===== config.mk =====
export PLATFORM = sky130hd
export DESIGN_NAME = core_dispatch_scoreboard
export DESIGN_NICKNAME = d
export VERILOG_FILES = /design/src/rtl/core_dispatch_scoreboard_pkg.sv /design/src/rtl/core_dispatch_mul_track.sv /design/src/rtl/core_dispatch_scoreboard.sv
export SDC_FILE = /design/constraint.sdc
export NUM_CORES = 1
export LEC_CHECK = 0
export ABC_AREA = 1
export BUFFER_PORTS_ARGS = -buffer_cell sky130_fd_sc_hd__buf_2
export CAP_MARGIN = 40
export CORE_AREA = 5 5 119 87
export CTS_CLUSTER_DIAMETER = 120
export DETAILED_ROUTE_END_ITERATION = 7
export DIE_AREA = 0 0 124 92
export GPL_ROUTABILITY_DRIVEN = 0
export GPL_TIMING_DRIVEN = 1
export HOLD_SLACK_MARGIN = 0.05
export PLACE_DENSITY = 0.79
export SYNTH_ARGS = -nofsm -noshare
export SYNTH_HDL_FRONTEND = slang
export SYNTH_HIERARCHICAL = 1
export SYNTH_SLANG_ARGS = --single-unit

===== constraint.sdc =====
create_clock -name clk -period 1.4 [get_ports clk]
set_input_delay 0.07 -clock clk [delete_from_list [all_inputs] [get_ports clk]]
set_output_delay 0.07 -clock clk [all_outputs]
set_load 0.03 [all_outputs]

===== src/rtl/core_dispatch_scoreboard_pkg.sv =====
// Shared core micro-architecture types: register numbers, 16-bit register
// masks and the decoded-instruction record presented to dispatch.
package core_dispatch_scoreboard_pkg;

  typedef logic [15:0] hword;
  typedef logic [3:0]  reg_num;

  // Execution-unit class of a decoded instruction.
  typedef enum logic [1:0] {
    EU_ALU    = 2'd0,
    EU_MUL    = 2'd1,
    EU_BRANCH = 2'd2,
    EU_LDST   = 2'd3
  } eu_class_e;

  typedef struct packed {
    logic      execute;
    eu_class_e eu_class;
  } insn_ctrl;

  typedef struct packed {
    reg_num rd;
    reg_num ra;
    reg_num rb;
    logic   writeback;
    logic   uses_ra;
    logic   uses_rb;
  } insn_data;

  typedef struct packed {
    insn_ctrl ctrl;
    insn_data data;
  } insn_decode;

  // One-hot register mask for register number r.
  function automatic hword reg_bit(input reg_num r);
    return hword'(1) << r;
  endfunction

endpackage


===== src/rtl/core_dispatch_mul_track.sv =====
// Multiplier latency tracker: a MUL_LATENCY-deep shift pipe of (valid, rd).
// An entry pushed at edge N is presented on exit_valid/exit_rd during the
// cycle before edge N+MUL_LATENCY, so the owner clears its bit on that edge.
// live_mask lists destinations still in flight behind the exiting entry, so
// an older mul never clears a bit a younger mul to the same rd still owns.
// MUL_LATENCY legal range: 1..8.
module core_dispatch_mul_track
  import core_dispatch_scoreboard_pkg::*;
#(
  parameter int MUL_LATENCY = 3
) (
  input  logic   clk,
  input  logic   rst_n,
  input  logic   push,
  input  reg_num push_rd,
  output logic   exit_valid,
  output reg_num exit_rd,
  output hword   live_mask
);

  logic [MUL_LATENCY-1:0] valid_q;
  reg_num                 rd_q [MUL_LATENCY];

  // Advance every entry one stage per cycle; a new mul enters stage 0.
  always_ff @(posedge clk or negedge rst_n) begin
    if (!rst_n) begin
      // NOTE: the rd payload is reset along with valid; the pipe is a handful of flops, so there is no RAM to keep reset-free and a flush leaves no stale rd behind.
      valid_q <= '0;
      for (int i = 0; i < MUL_LATENCY; i++) rd_q[i] <= '0;
    end else begin
      valid_q[0] <= push;
      rd_q[0]    <= push_rd;
      for (int i = 1; i < MUL_LATENCY; i++) begin
        valid_q[i] <= valid_q[i-1];
        rd_q[i]    <= rd_q[i-1];
      end
    end
  end

  // Destinations still in flight after this edge (all stages but the last).
  always_comb begin
    live_mask = '0;
    for (int i = 0; i < MUL_LATENCY - 1; i++) begin
      if (valid_q[i]) live_mask = live_mask | reg_bit(rd_q[i]);
    end
  end

  assign exit_valid = valid_q[MUL_LATENCY-1];
  assign exit_rd    = rd_q[MUL_LATENCY-1];

endmodule


===== src/rtl/core_dispatch_scoreboard.sv =====
// Dispatch scoreboard: per-EU masks of registers with a write in flight,
// plus zero-latency one-hot read-operand masks for the current pair.
// Optional feature macro CORE_MUL_EN: when defined, mul-class instructions
// are tracked in mask_mul and retired by a fixed-latency pipe; when undefined,
// mask_mul is tied to 0 and mul instructions are tracked as ALU per slot.
// The dispatcher issues at most one mul per cycle (single multiplier).
module core_dispatch_scoreboard
  import core_dispatch_scoreboard_pkg::*;
#(
  parameter int MUL_LATENCY = 3
) (
  input  logic       clk,
  input  logic       rst_n,
  input  insn_decode cur_a,
  input  insn_decode cur_b,
  input  logic       dispatch_a,
  input  logic       dispatch_b,
  input  logic       wb_alu_a,
  input  logic       wb_alu_b,
  input  logic       wb_branch,
  input  logic       wb_ldst,
  input  reg_num     wb_alu_a_rd,
  input  reg_num     wb_alu_b_rd,
  input  reg_num     wb_branch_rd,
  input  reg_num     wb_ldst_rd,
  output hword       mask_alu_a,
  output hword       mask_alu_b,
  output hword       mask_branch,
  output hword       mask_mul,
  output hword       mask_ldst,
  output hword       mask_a_ra,
  output hword       mask_a_rb,
  output hword       mask_b_ra,
  output hword       mask_b_rb,
  output logic       busy
);

  logic set_a_en, set_b_en;
  hword set_alu_a, set_alu_b, set_branch, set_ldst;
  hword clr_alu_a, clr_alu_b, clr_branch, clr_ldst;
`ifdef CORE_MUL_EN
  hword   set_mul, clr_mul, mul_live;
  logic   mul_push, mul_exit;
  reg_num mul_push_rd, mul_exit_rd;
`endif

  // Slot B only issues behind slot A in the same cycle.
  assign set_a_en = dispatch_a && cur_a.ctrl.execute && cur_a.data.writeback;
  assign set_b_en = dispatch_a && dispatch_b && cur_b.ctrl.execute && cur_b.data.writeback;

  // Route each slot's destination to the mask of the EU that will write it.
  always_comb begin
    // NOTE: every signal driven here gets a default first, so no path can hold a stale value and infer a latch.
    set_alu_a  = '0;
    set_alu_b  = '0;
    set_branch = '0;
    set_ldst   = '0;
`ifdef CORE_MUL_EN
    set_mul     = '0;
    mul_push    = 1'b0;
    mul_push_rd = '0;
`endif
    if (set_a_en) begin
      unique case (cur_a.ctrl.eu_class)
        EU_BRANCH: set_branch = set_branch | reg_bit(cur_a.data.rd);
        EU_LDST:   set_ldst   = set_ldst   | reg_bit(cur_a.data.rd);
`ifdef CORE_MUL_EN
        EU_MUL: begin
          set_mul     = set_mul | reg_bit(cur_a.data.rd);
          mul_push    = 1'b1;
          mul_push_rd = cur_a.data.rd;
        end
`endif
        default:   set_alu_a  = set_alu_a  | reg_bit(cur_a.data.rd);
      endcase
    end
    if (set_b_en) begin
      unique case (cur_b.ctrl.eu_class)
        EU_BRANCH: set_branch = set_branch | reg_bit(cur_b.data.rd);
        EU_LDST:   set_ldst   = set_ldst   | reg_bit(cur_b.data.rd);
`ifdef CORE_MUL_EN
        EU_MUL: begin
          set_mul = set_mul | reg_bit(cur_b.data.rd);
          if (!mul_push) begin
            mul_push    = 1'b1;
            mul_push_rd = cur_b.data.rd;
          end
        end
`endif
        default:   set_alu_b  = set_alu_b  | reg_bit(cur_b.data.rd);
      endcase
    end
  end

  assign clr_alu_a  = wb_alu_a  ? reg_bit(wb_alu_a_rd)  : '0;
  assign clr_alu_b  = wb_alu_b  ? reg_bit(wb_alu_b_rd)  : '0;
  assign clr_branch = wb_branch ? reg_bit(wb_branch_rd) : '0;
  assign clr_ldst   = wb_ldst   ? reg_bit(wb_ldst_rd)   : '0;

  // EU masks: drop retiring bits, then OR in new sets so a set wins a tie.
  always_ff @(posedge clk or negedge rst_n) begin
    if (!rst_n) begin
      mask_alu_a  <= '0;
      mask_alu_b  <= '0;
      mask_branch <= '0;
      mask_ldst   <= '0;
    end else begin
      // NOTE: non-blocking updates, so every mask samples the pre-edge state and ordering inside the block is irrelevant.
      mask_alu_a  <= (mask_alu_a  & ~clr_alu_a)  | set_alu_a;
      mask_alu_b  <= (mask_alu_b  & ~clr_alu_b)  | set_alu_b;
      mask_branch <= (mask_branch & ~clr_branch) | set_branch;
      mask_ldst   <= (mask_ldst   & ~clr_ldst)   | set_ldst;
    end
  end

`ifdef CORE_MUL_EN
  core_dispatch_mul_track #(
    .MUL_LATENCY (MUL_LATENCY)
  ) u_mul_track (
    .clk        (clk),
    .rst_n      (rst_n),
    .push       (mul_push),
    .push_rd    (mul_push_rd),
    .exit_valid (mul_exit),
    .exit_rd    (mul_exit_rd),
    .live_mask  (mul_live)
  );

  // A retiring mul clears its bit only if no younger mul to the same rd is in flight.
  assign clr_mul = (mul_exit && !mul_live[mul_exit_rd]) ? reg_bit(mul_exit_rd) : '0;

  // Mul mask: same set-over-clear update as the other EUs.
  always_ff @(posedge clk or negedge rst_n) begin
    if (!rst_n) mask_mul <= '0;
    else        mask_mul <= (mask_mul & ~clr_mul) | set_mul;
  end
`else
  assign mask_mul = '0;
`endif

  // Read-operand masks are combinational views of the current pair.
  assign mask_a_ra = (cur_a.ctrl.execute && cur_a.data.uses_ra) ? reg_bit(cur_a.data.ra) : '0;
  assign mask_a_rb = (cur_a.ctrl.execute && cur_a.data.uses_rb) ? reg_bit(cur_a.data.rb) : '0;
  assign mask_b_ra = (cur_b.ctrl.execute && cur_b.data.uses_ra) ? reg_bit(cur_b.data.ra) : '0;
  assign mask_b_rb = (cur_b.ctrl.execute && cur_b.data.uses_rb) ? reg_bit(cur_b.data.rb) : '0;

  assign busy = |{mask_alu_a, mask_alu_b, mask_branch, mask_mul, mask_ldst};

endmodule


==> impl_results.md, run 1 <==
* Via/cell ratio at 5.52
* Post-layout util at 61.3%
* Global-route wire length before repair at 24300 um
* Diodes inserted at 0
* Area contributors post-synth: dfrtp_1, nand3_1, nor2_1, nand2_1, o21ai_0
* Vias in the first global route at 4777
* Rows at 29
* Antenna violations before repair at 0
* CTS H-tree lvls at 3
* RSZ-0062 raised after global routing: yes
* Antenna-violating nets left at 0
* Number of DRC markers in iteration 0 at 609
* Post-DP HPWL at 12500 um
* DRC at 0
* Leak pwr at 3.03 nW
* DIE AREA at 11400 um2
* Area leader, netlist: dfrtp_1
* Syn Inst Count at 604
* Vias post-DR at 5148
* Final Cycle Share at 113%
* CP max stage delay at 0.40 ns
* WP data required at 1.33 ns
* Die width at 124 um
* VDD IR max at 0.614 mV
* Clock Pin Slew Worst Setup and Hold Paths at 0.05 ns
* Largest net degree at the start of global routing at 25
* Die height at 92 um
* Grt total ovfl at 0
* Starting Density at 45.6%
* CTS Buffer Depth at 2
* Critical path capture point type: primary output
* Post-synthesis register bit count at 64
* Post-synthesis sequential area ratio at 39.2%
* Slew headroom at 64.7%
* YS warnings at 6
* Post-synth top area share at 39.2%
* Worst-path cell chain: nor2_1, nand2_1, nor2_1, nand2_1, nor2_1, nand2_1, buf_6
* Fillers at 834
* Power per cell area at 1060 nW/um2
* Total power at 5.84 mW
* Final net count at 865
* Worst-Skew Late Latency at 0.33 ns
* Fraction of layout cells with a size suffix above 1 at 28.2%
* Setup tns final at -0.180 ns
* Worst path slowest cell: dfrtp_1
* Max Slew Vio Count at 0
* Number of max-cap violations at 0
* Drt total wl at 15700 um
* Setup CP Type: reg -> out
* Placed cells at 912
* Yosys cell types at 20
* Tmin final at 1.58 ns
* Worst Hold Class: in -> reg
* Status: finished, violations left
* Clock sink total at 64
* CTS Buf Count at 9
* Wl on met1 at 6220 um
* Port Buffers at 188
* Violated checks: negative setup slack
* Fin cells at 933
* Worst Max-Slew Pin Slew at 0.529 ns
* Synth Area per Inst at 6.76 um2
* Number of iterations in the first detailed-routing pass at 7
* Drt wl/cell at 16.8 um
* Root Driver: clkbuf_16
* Clock Skews at 0 ns
* Instance area at placement at 5140 um2
* Crit path max fanout at 3
* Mapped cell area at 4080 um2
* Highest metal used: met4
* Max Fclk at 633 MHz
* Layout Area Growth over Synthesis at 34.6%
* Total GRT Usage at 26.9%
* IO Pins at 205
* Design area at 5500 um2
* Fin. Hold Viols at 0
* # setup viols final at 1
* Met2 routed WL at 6860 um
* Final setup margin at -0.180 ns
* CTS tree: built
* Area of the core at 8960 um2
* Routed wl met3 at 2360 um
* Critical path data arrival time at 1.51 ns
* Startpoint types: register
==> registers in the layout, summed over array words and instances, names as in the netlist <==
signal and cells:
mask_alu_a 16, mask_alu_b 16, mask_branch 16, mask_ldst 16
==> synth_stat cells (all sizes together) <==
| cell type | instances |
|---|---|
| nand4 | 2 |
| nor2 | 141 |
| nor3 | 1 |
| nand3b | 4 |
| nand2 | 111 |
| or2 | 1 |
| buf | 25 |
| o21ai | 80 |
| clkbuf | 3 |
| nand3 | 117 |
| conb | 1 |
| dfrtp | 64 |
| inv | 38 |
| o31ai | 16 |
==> cells by family after synthesis <==
family	Yosys count	synth area share [%]
flip-flops	64	39.2
AO/OA/AOI/OAI	96	12.7
AND/OR/NAND/NOR	377	39.9
buffers and inverters	66	8.03
other	1	0.0919
==> cell type report <==
class / instances / area [um2] / share of cell area (%)
Clock buffer: 11 / 243 / 4.42
Clock inverter: 4 / 45.0 / 0.819
Inverter: 38 / 143 / 2.60
Multi-Input combinational cell: 489 / 2220 / 40.4
Sequential cell: 64 / 1600 / 29.1
Tap cell: 124 / 155 / 2.82
Timing Repair Buffer: 203 / 1090 / 19.8
==> placed cells by master, fill, tap and decap left out <==
| cell type | instances |
|---|---|
| buf_12 | 2 |
| buf_2 | 187 |
| buf_4 | 12 |
| buf_6 | 1 |
| bufinv_16 | 1 |
| clkbuf_1 | 1 |
| clkbuf_16 | 9 |
| clkbuf_8 | 1 |
| clkinv_2 | 3 |
| conb_1 | 16 |
| dfrtp_1 | 64 |
| dlygate4sd3_1 | 1 |
| inv_1 | 37 |
| inv_2 | 1 |
| nand2_1 | 111 |
| nand3_1 | 117 |
| nand3b_1 | 4 |
| nand4_1 | 1 |
| nand4_4 | 1 |
| nor2_1 | 133 |
| nor2_2 | 6 |
| nor2_4 | 2 |
| nor3_4 | 1 |
| o21ai_0 | 80 |
| o31ai_1 | 16 |
| or2_2 | 1 |
==> what timing repair did <==
action / in CTS / in global routing
hold endpoints to repair: 17 / 0
gates resized for setup: 5 / 2
setup buffers: 5 / 0
pin swaps: 12 / 2
hold buffers: 1 / 0
endpoints found under the setup margin: 1 / 1
==> worst max-delay path: cells and delay by family, from the launching register on <==
| family | cells | cell delay [ns] |
|---|---|---|
| flops | 1 | 0.40 |
| simple gates | 6 | 0.62 |
| buf+inv | 1 | 0.16 |
==> metal layers <==
layer  GRT usage (%)  vias to the layer above
met5               0                        -
met4            6.75                        0
met3            12.1                       32
met2            39.0                      336
met1            36.6                     2389
li1                -                     2391
==> path summary, 6_finish.rpt <==
kind / startpoint / endpoint / slack, ns / cells after the start
min: wb_alu_b_rd[2] / mask_alu_b[15]$_DFF_PN0_ / 0.12 / 4
max reg2reg: mask_ldst[14]$_DFF_PN0_ / mask_ldst[14]$_DFF_PN0_ / 0.52 / 3
min in group asynchronous: rst_n / mask_branch[10]$_DFF_PN0_ / 0.24 / 2
min reg2reg: mask_alu_a[11]$_DFF_PN0_ / mask_alu_a[11]$_DFF_PN0_ / 0.52 / 2
max: mask_branch[4]$_DFF_PN0_ / busy / -0.18 / 7
max in group asynchronous: rst_n / mask_ldst[6]$_DFF_PN0_ / 0.65 / 3
==> through the flow <==
step                      setup WS, ns  hold slack, ns
after global placement           0.196          0.0473
after floorplan                  0.248          -0.226
final                           -0.180           0.123
after CTS                       -0.124           0.120
after detailed placement         0.160          0.0526
after global routing            -0.202           0.153
==> power breakdown <==
part	total, mW	internal [mW]	switching (mW)
clock	2.18	1.41	0.778
combinational	1.54	0.437	1.11
sequential	2.12	2.00	0.115
Note: power is estimated with default switching activity, not from simulation.
==> inputs of run 2 (changes only) <==
--- a/config.mk
+++ b/config.mk
@@ -8,14 +8,14 @@
 export ABC_AREA = 1
 export BUFFER_PORTS_ARGS = -buffer_cell sky130_fd_sc_hd__buf_2
 export CAP_MARGIN = 40
-export CORE_AREA = 5 5 119 87
+export CORE_AREA = 5 5 124 91
 export CTS_CLUSTER_DIAMETER = 120
 export DETAILED_ROUTE_END_ITERATION = 7
-export DIE_AREA = 0 0 124 92
+export DIE_AREA = 0 0 129 96
 export GPL_ROUTABILITY_DRIVEN = 0
 export GPL_TIMING_DRIVEN = 1
 export HOLD_SLACK_MARGIN = 0.05
-export PLACE_DENSITY = 0.79
+export PLACE_DENSITY = 0.76
 export SYNTH_ARGS = -nofsm -noshare
 export SYNTH_HDL_FRONTEND = slang
 export SYNTH_HIERARCHICAL = 1
==> constraint.sdc (replaced) <==
create_clock -name clk -period 1.3 [get_ports clk]
set_input_delay 0.065 -clock clk [delete_from_list [all_inputs] [get_ports clk]]
set_output_delay 0.065 -clock clk [all_outputs]
set_load 0.005 [all_outputs]
==> run 2 against run 1 <==
Against the previous run: the run still ends with negative setup slack left; clock power rose by 22%; first-iteration DRC count fell by 2.8%; non-clock buffer count rose by 5; via count fell by 0.56%; core utilization fell by 5.4 points; clock skew did not move; critical path depth did not move; final area rose by 1.8%; critical endpoint unchanged.
==> impl_results.md, run 2 (synthesis gave the netlist of run 1 again) <==
* Clock sink total at 64 (unchanged)
* GRT busiest layer: met1 (was met2)
* FF-to-FF End: mask_ldst[5]$_DFF_PN0_ (was mask_ldst[14]$_DFF_PN0_)
* Via/cell ratio at 5.41 (was 5.52)
* Layout Area Growth over Synthesis at 37.1% (was 34.6%)
* Tmin final at 1.53 ns
* Global-route wire length before repair at 23800 um (was 24300 um)
* Total GRT Usage at 24.7% (was 26.9%)
* DRC at 0 (unchanged)
* Total power at 6.19 mW (was 5.84 mW)
* # setup viols final at 1 (unchanged)
* Antenna violations before repair at 0 (unchanged)
* Die height at 96 um (was 92 um)
* CTS Buffer Depth at 2 (unchanged)
* Crit Reg-Reg Startpoint: mask_ldst[5]$_DFF_PN0_ (was mask_ldst[14]$_DFF_PN0_)
* Clock Pin Slew Worst Setup and Hold Paths at 0.06 ns (was 0.05 ns)
* Design area at 5600 um2 (was 5500 um2)
* Hold Path Sink: mask_alu_b[7]$_DFF_PN0_ (was mask_alu_b[15]$_DFF_PN0_)
* Number of iterations in the first detailed-routing pass at 5 (was 7)
* VDD IR max at 0.645 mV (was 0.614 mV)
* Fin cells at 947 (was 933)
* WP data required at 1.24 ns (was 1.33 ns)
* R2R Setup Slk at 0.45 ns (was 0.52 ns)
* Vias in the first global route at 4573 (was 4777)
* Met3 usage at 7.43% (was 12.1%)
* Max Fclk at 653 MHz
* Hold-critical path depth at 4 (unchanged)
* Root Driver: clkbuf_16 (unchanged)
* Worst Hold Class: in -> reg (unchanged)
* Max Slew Vio Count at 0 (unchanged)
* Critical path capture point type: primary output (unchanged)
* Post-layout util at 55.9% (was 61.3%)
* Setup tns final at -0.231 ns (was -0.180 ns)
* Clock Skews at 0 ns (unchanged)
* Placed cells at 924 (was 912)
* Post-DP HPWL at 12300 um (was 12500 um)
* IO Pins at 205 (unchanged)
* Area of the core at 10000 um2 (was 8960 um2)
* Drt total wl at 15700 um (about the same)
* Final Cycle Share at 118%
* CTS Buf Count at 9 (unchanged)
* DIE AREA at 12400 um2 (was 11400 um2)
* Power per cell area at 1110 nW/um2 (was 1060 nW/um2)
* Port Buffers at 188 (unchanged)
* Largest net degree at the start of global routing at 65 (was 25)
* Fillers at 987 (was 834)
* Die width at 129 um (was 124 um)
* GR Util met2 at 35.2% (was 39.0%)
* Final setup margin at -0.231 ns (was -0.180 ns)
* Violated checks: negative setup slack (unchanged)
* Most common cell after layout, fill and taps aside: buf_2 (unchanged)
* Status: finished, violations left (unchanged)
* Met1 Track Usage GR at 36.6% (about the same)
* Worst-Skew Late Latency at 0.33 ns (about the same)
* Startpoint types: register (unchanged)
* Antenna-violating nets left at 0 (unchanged)
* Fin. Hold Viols at 0 (unchanged)
* Final net count at 870 (was 865)
* HP Start: wb_alu_b_rd[2] (unchanged)
* Critical path data arrival time at 1.47 ns (was 1.51 ns)
* Most frequent cells in the layout: buf_2, nor2_1, nand3_1, nand2_1, o21ai_0 (unchanged)
* Setup CP Type: reg -> out (unchanged)
* Crit path max fanout at 3 (unchanged)
* CTS tree: built (unchanged)
* CTS H-tree lvls at 3 (unchanged)
* Grt total ovfl at 0 (unchanged)
* Number of DRC markers in iteration 0 at 592 (was 609)
* Drt wl/cell at 16.5 um (was 16.8 um)
* Diodes inserted at 0 (unchanged)
* Fraction of layout cells with a size suffix above 1 at 29.0% (was 28.2%)
* Starting Density at 40.8% (was 45.6%)
* Rows at 31 (was 29)
* Vias post-DR at 5119 (was 5148)
* RSZ-0062 raised after global routing: yes (unchanged)
* Leak pwr at 3.07 nW (was 3.03 nW)
* Number of max-cap violations at 0 (unchanged)
* Instance area at placement at 5180 um2 (was 5140 um2)
* Reg2Reg Depth at 3 (unchanged)
run 2: changes by cell type in the layout (fill, tap and decap cells not counted), sizes merged:
| cell | delta |
|---|---|
| buf | +5 |
| clkbuf | +4 |
| clkinv | -3 |
run 2: worst max-delay path by stage:
stage,startpoint,to,slack (ns)
floorplan,cur_a[17],mask_branch[10]$_DFF_PN0_,0.36
global placement,mask_ldst[9]$_DFF_PN0_,busy,0.12
detailed placement,mask_ldst[6]$_DFF_PN0_,busy,0.12
CTS,mask_ldst[3]$_DFF_PN0_,busy,-0.19
global route,mask_ldst[0]$_DFF_PN0_,busy,-0.30
finish,mask_ldst[0]$_DFF_PN0_,busy,-0.23
run 2: critical path, stage by stage (launching register included):
cell	delay [ns]
dfrtp_1	0.39
nor2_1	0.13
nand2_1	0.10
nor2_4	0.13
nand2_1	0.07
nor2_1	0.10
nand2_1	0.08
buf_2	0.13
run 2: layout make-up:
type	instances	area (um2)	area share, %
Multi-Input combinational cell	489	2230	39.8
Sequential cell	64	1600	28.6
Timing Repair Buffer	208	1120	20.0
Clock buffer	15	308	5.50
Tap cell	132	165	2.95
Inverter	38	143	2.55
Clock inverter	1	30.0	0.537
run 2: power by group:
group	total, mW	internal [mW]	switching [mW]
Combinational	1.25	0.473	0.780
Clock	2.65	1.80	0.852
Sequential	2.28	2.16	0.126
run 2: routing by layer:
layer | vias to the layer above | part of all wire [%]
met1 | 2376 | 43
met2 | 326 | 43
met3 | 18 | 13
met4 | 0 | 1.3
li1 | 2399 | -
met5 | - | 0
run 2: timing repair:
item / CTS / global route
resized for setup: 3 / 4
setup buffers: 4 / 2
hold endpoints to repair: 64 / 0
hold buffers: 1 / 0
pin swaps: 7 / 4
setup endpoints to repair: 1 / 1
run 2: through the flow:
stage,setup WS [ns],hold slack [ns]
finish,-0.231,0.119
global route,-0.299,0.136
CTS,-0.191,0.113
detailed placement,0.118,0.106
global placement,0.118,0.103
floorplan,0.363,-0.231
==> inputs of run 3 (changes only) <==
--- a/config.mk
+++ b/config.mk
@@ -6,17 +6,18 @@
 export NUM_CORES = 1
 export LEC_CHECK = 0
 export ABC_AREA = 1
-export BUFFER_PORTS_ARGS = -buffer_cell sky130_fd_sc_hd__buf_2
 export CAP_MARGIN = 40
-export CORE_AREA = 5 5 124 91
+export CORE_AREA = 5 5 119 87
 export CTS_CLUSTER_DIAMETER = 120
 export DETAILED_ROUTE_END_ITERATION = 7
-export DIE_AREA = 0 0 129 96
+export DIE_AREA = 0 0 124 92
+export DONT_BUFFER_PORTS = 1
 export GPL_ROUTABILITY_DRIVEN = 0
 export GPL_TIMING_DRIVEN = 1
 export HOLD_SLACK_MARGIN = 0.05
-export PLACE_DENSITY = 0.76
+export SETUP_SLACK_MARGIN = 0.4
 export SYNTH_ARGS = -nofsm -noshare
 export SYNTH_HDL_FRONTEND = slang
 export SYNTH_HIERARCHICAL = 1
 export SYNTH_SLANG_ARGS = --single-unit
+export TNS_END_PERCENT = 20
==> run 3 against run 2 <==
Against the previous run: final area down 15%; the run ends with negative hold slack, negative setup slack left; fmax up 2.4%; setup slack better by 0.035 ns; largest cell class unchanged; global-route usage up 0.84 points; first-iteration DRC count up 17%; flip-flop and latch count unchanged; sequential share of layout area up 5.2 points; clock skew unchanged; highest routed layer unchanged; power down 6.8%; cell count down 20%; via count down 13%.
==> impl_results.md, run 3 (synthesis gave the netlist of run 1 again) <==
* Status: finished, violations left (unchanged)
* Violated checks: negative hold slack, negative setup slack (was negative setup slack)
* Number of iterations in the first detailed-routing pass at 6 (was 5)
* Met3 usage at 10.5% (was 7.43%)
* CTS H-tree lvls at 3 (unchanged)
* Clock sink total at 64 (unchanged)
* Postcts setup bufs at 0 (was 4)
* Worst-Skew Late Latency at 0.33 ns (about the same)
* Port Buffers at 0 (was 188)
* Fraction of layout cells with a size suffix above 1 at 8.40% (was 29.0%)
* Worst Max-Slew Pin Slew at 0.607 ns
* GR Util met2 at 33.3% (was 35.2%)
* Crit path max fanout at 3 (unchanged)
* Final Cycle Share at 115% (was 118%)
* WP data required at 1.24 ns (about the same)
* Setup tns final at -0.195 ns (was -0.231 ns)
* Diodes inserted at 0 (unchanged)
* RSZ-0062 raised after global routing: yes (unchanged)
* Layout Area Growth over Synthesis at 16.0% (was 37.1%)
* Reg2Reg Depth at 2 (was 3)
* Die width at 124 um (was 129 um)
* Slew headroom at 59.5%
* Instance area at placement at 4190 um2 (was 5180 um2)
* Final setup margin at -0.195 ns (was -0.231 ns)
* Worst Hold Class: in -> async (was in -> reg)
* Number of max-cap violations at 0 (unchanged)
* Global-route wire length before repair at 22700 um (was 23800 um)
* Max Slew Vio Count at 0 (unchanged)
* CTS Buffer Depth at 2 (unchanged)
* Most common cell after layout, fill and taps aside: nor2_1 (was buf_2)
* Fin. Hold Viols at 76 (was 0)
* Clock Pin Slew Worst Setup and Hold Paths at 0.06 ns (about the same)
* Drt total wl at 15000 um (was 15700 um)
* Number of DRC markers in iteration 0 at 691 (was 592)
* Most frequent cells in the layout: nor2_1, nand3_1, nand2_1, o21ai_0, dfrtp_1 (was buf_2, nor2_1, nand3_1, nand2_1, o21ai_0)
* Area of the core at 8960 um2 (was 10000 um2)
* R2R Setup Slk at 0.46 ns (was 0.45 ns)
* Hold Slack at -0.577 ns (was 0.119 ns)
* Vias post-DR at 4458 (was 5119)
* Design area at 4740 um2 (was 5600 um2)
* Grt total ovfl at 0 (unchanged)
* Final net count at 686 (was 870)
* Via/cell ratio at 5.90 (was 5.41)
* Critical path data arrival time at 1.43 ns (was 1.47 ns)
* Total GRT Usage at 25.5% (was 24.7%)
* Crit Reg-Reg Startpoint: mask_branch[13]$_DFF_PN0_ (was mask_ldst[5]$_DFF_PN0_)
* Startpoint types: register (unchanged)
* Met1 Track Usage GR at 39.4% (was 36.6%)
* CTS Buf Count at 9 (unchanged)
* IO Pins at 205 (unchanged)
* Rows at 29 (was 31)
* DRC at 0 (unchanged)
* Antenna violations before repair at 0 (unchanged)
* Die height at 92 um (was 96 um)
* VDD IR max at 0.643 mV (was 0.645 mV)
* Tmin final at 1.50 ns (was 1.53 ns)
* Antenna-violating nets left at 0 (unchanged)
* Clock Skews at 0 ns (unchanged)
* Root Driver: clkbuf_16 (unchanged)
* # setup viols final at 1 (unchanged)
* Placed cells at 724 (was 924)
* Starting Density at 45.6% (was 40.8%)
* Leak pwr at 2.19 nW (was 3.07 nW)
* DIE AREA at 11400 um2 (was 12400 um2)
* Vias in the first global route at 4083 (was 4573)
* Fin cells at 755 (was 947)
* Drt wl/cell at 19.8 um (was 16.5 um)
* Power per cell area at 1220 nW/um2 (was 1110 nW/um2)
* Max Fclk at 669 MHz (was 653 MHz)
* Post-layout util at 52.9% (was 55.9%)
* Setup CP Type: reg -> out (unchanged)
* FF-to-FF End: mask_branch[13]$_DFF_PN0_ (was mask_ldst[5]$_DFF_PN0_)
* CTS tree: built (unchanged)
* Critical path capture point type: primary output (unchanged)
* GRT busiest layer: met1 (unchanged)
* Post-DP HPWL at 11800 um (was 12300 um)
* Largest net degree at the start of global routing at 65 (unchanged)
==> run 3: cell count changes in the layout (fill, tap and decap cells not counted), sizes merged <==
cell and change:
dlymetal6s2s +1, clkbuf -4, dlygate4sd3 +6, clkinv +2
clkinvlp +2, buf -198, dlymetal6s4s +7
==> run 3: critical path: stages (launching register included) <==
cell,delay [ns]
dfrtp_2,0.45
nor2_2,0.15
nand2_1,0.08
nor2_2,0.17
nand2_1,0.08
nor2_2,0.10
nand2_1,0.08
==> run 3: per-stage QoR <==
step / setup slack (ns) / total power [mW]
after floorplan: 0.408 / 2.90
after global placement: 0.0699 / 3.12
after detailed placement: 0.0620 / 3.13
after CTS: -0.194 / 5.68
after global routing: -0.226 / 5.97
final: -0.195 / 5.77
==> run 3: worst max path at each step <==
stage | startpoint | endpoint | slack, ns | depth (start not counted)
floorplan | cur_a[17] | mask_branch[7]$_DFF_PN0_ | 0.41 | 6
global placement | mask_ldst[5]$_DFF_PN0_ | busy | 0.07 | 6
detailed placement | mask_ldst[5]$_DFF_PN0_ | busy | 0.06 | 6
CTS | mask_branch[14]$_DFF_PN0_ | busy | -0.19 | 6
global route | mask_branch[14]$_DFF_PN0_ | busy | -0.23 | 6
finish | mask_branch[14]$_DFF_PN0_ | busy | -0.20 | 6
==> run 3: cell type report <==
cell class | instances | area [um2]
fill | 925 | 4230
multi-input combinational | 489 | 2270
sequential | 64 | 1600
timing repair buffer | 24 | 262
clock buffer | 11 | 253
tap | 124 | 155
inverter | 38 | 143
clock inverter | 5 | 55.1
==> run 3: power by group <==
group	total (mW)	internal [mW]	leakage (nW)	switching, mW
Sequential	2.35	2.16	0.873	0.196
Clock	2.51	1.58	0.148	0.928
Combinational	0.906	0.323	1.17	0.583
Total	5.77	4.06	2.19	1.71
==> run 3: repair_timing <==
item / in CTS / in global routing
hold endpoints to repair: 119 / 85
endpoints found under the setup margin: 4 / 60
hold buffers: 14 / 1
pin swaps: 0 / 10
resized for setup: 7 / 42
cloned: 0 / 0
==> run 3: layer usage <==
metal / routed length (um) / part of all wire, %
met3: 2060 / 14
met2: 6000 / 40
met5: 0 / 0
met4: 178 / 1.2
met1: 6750 / 45
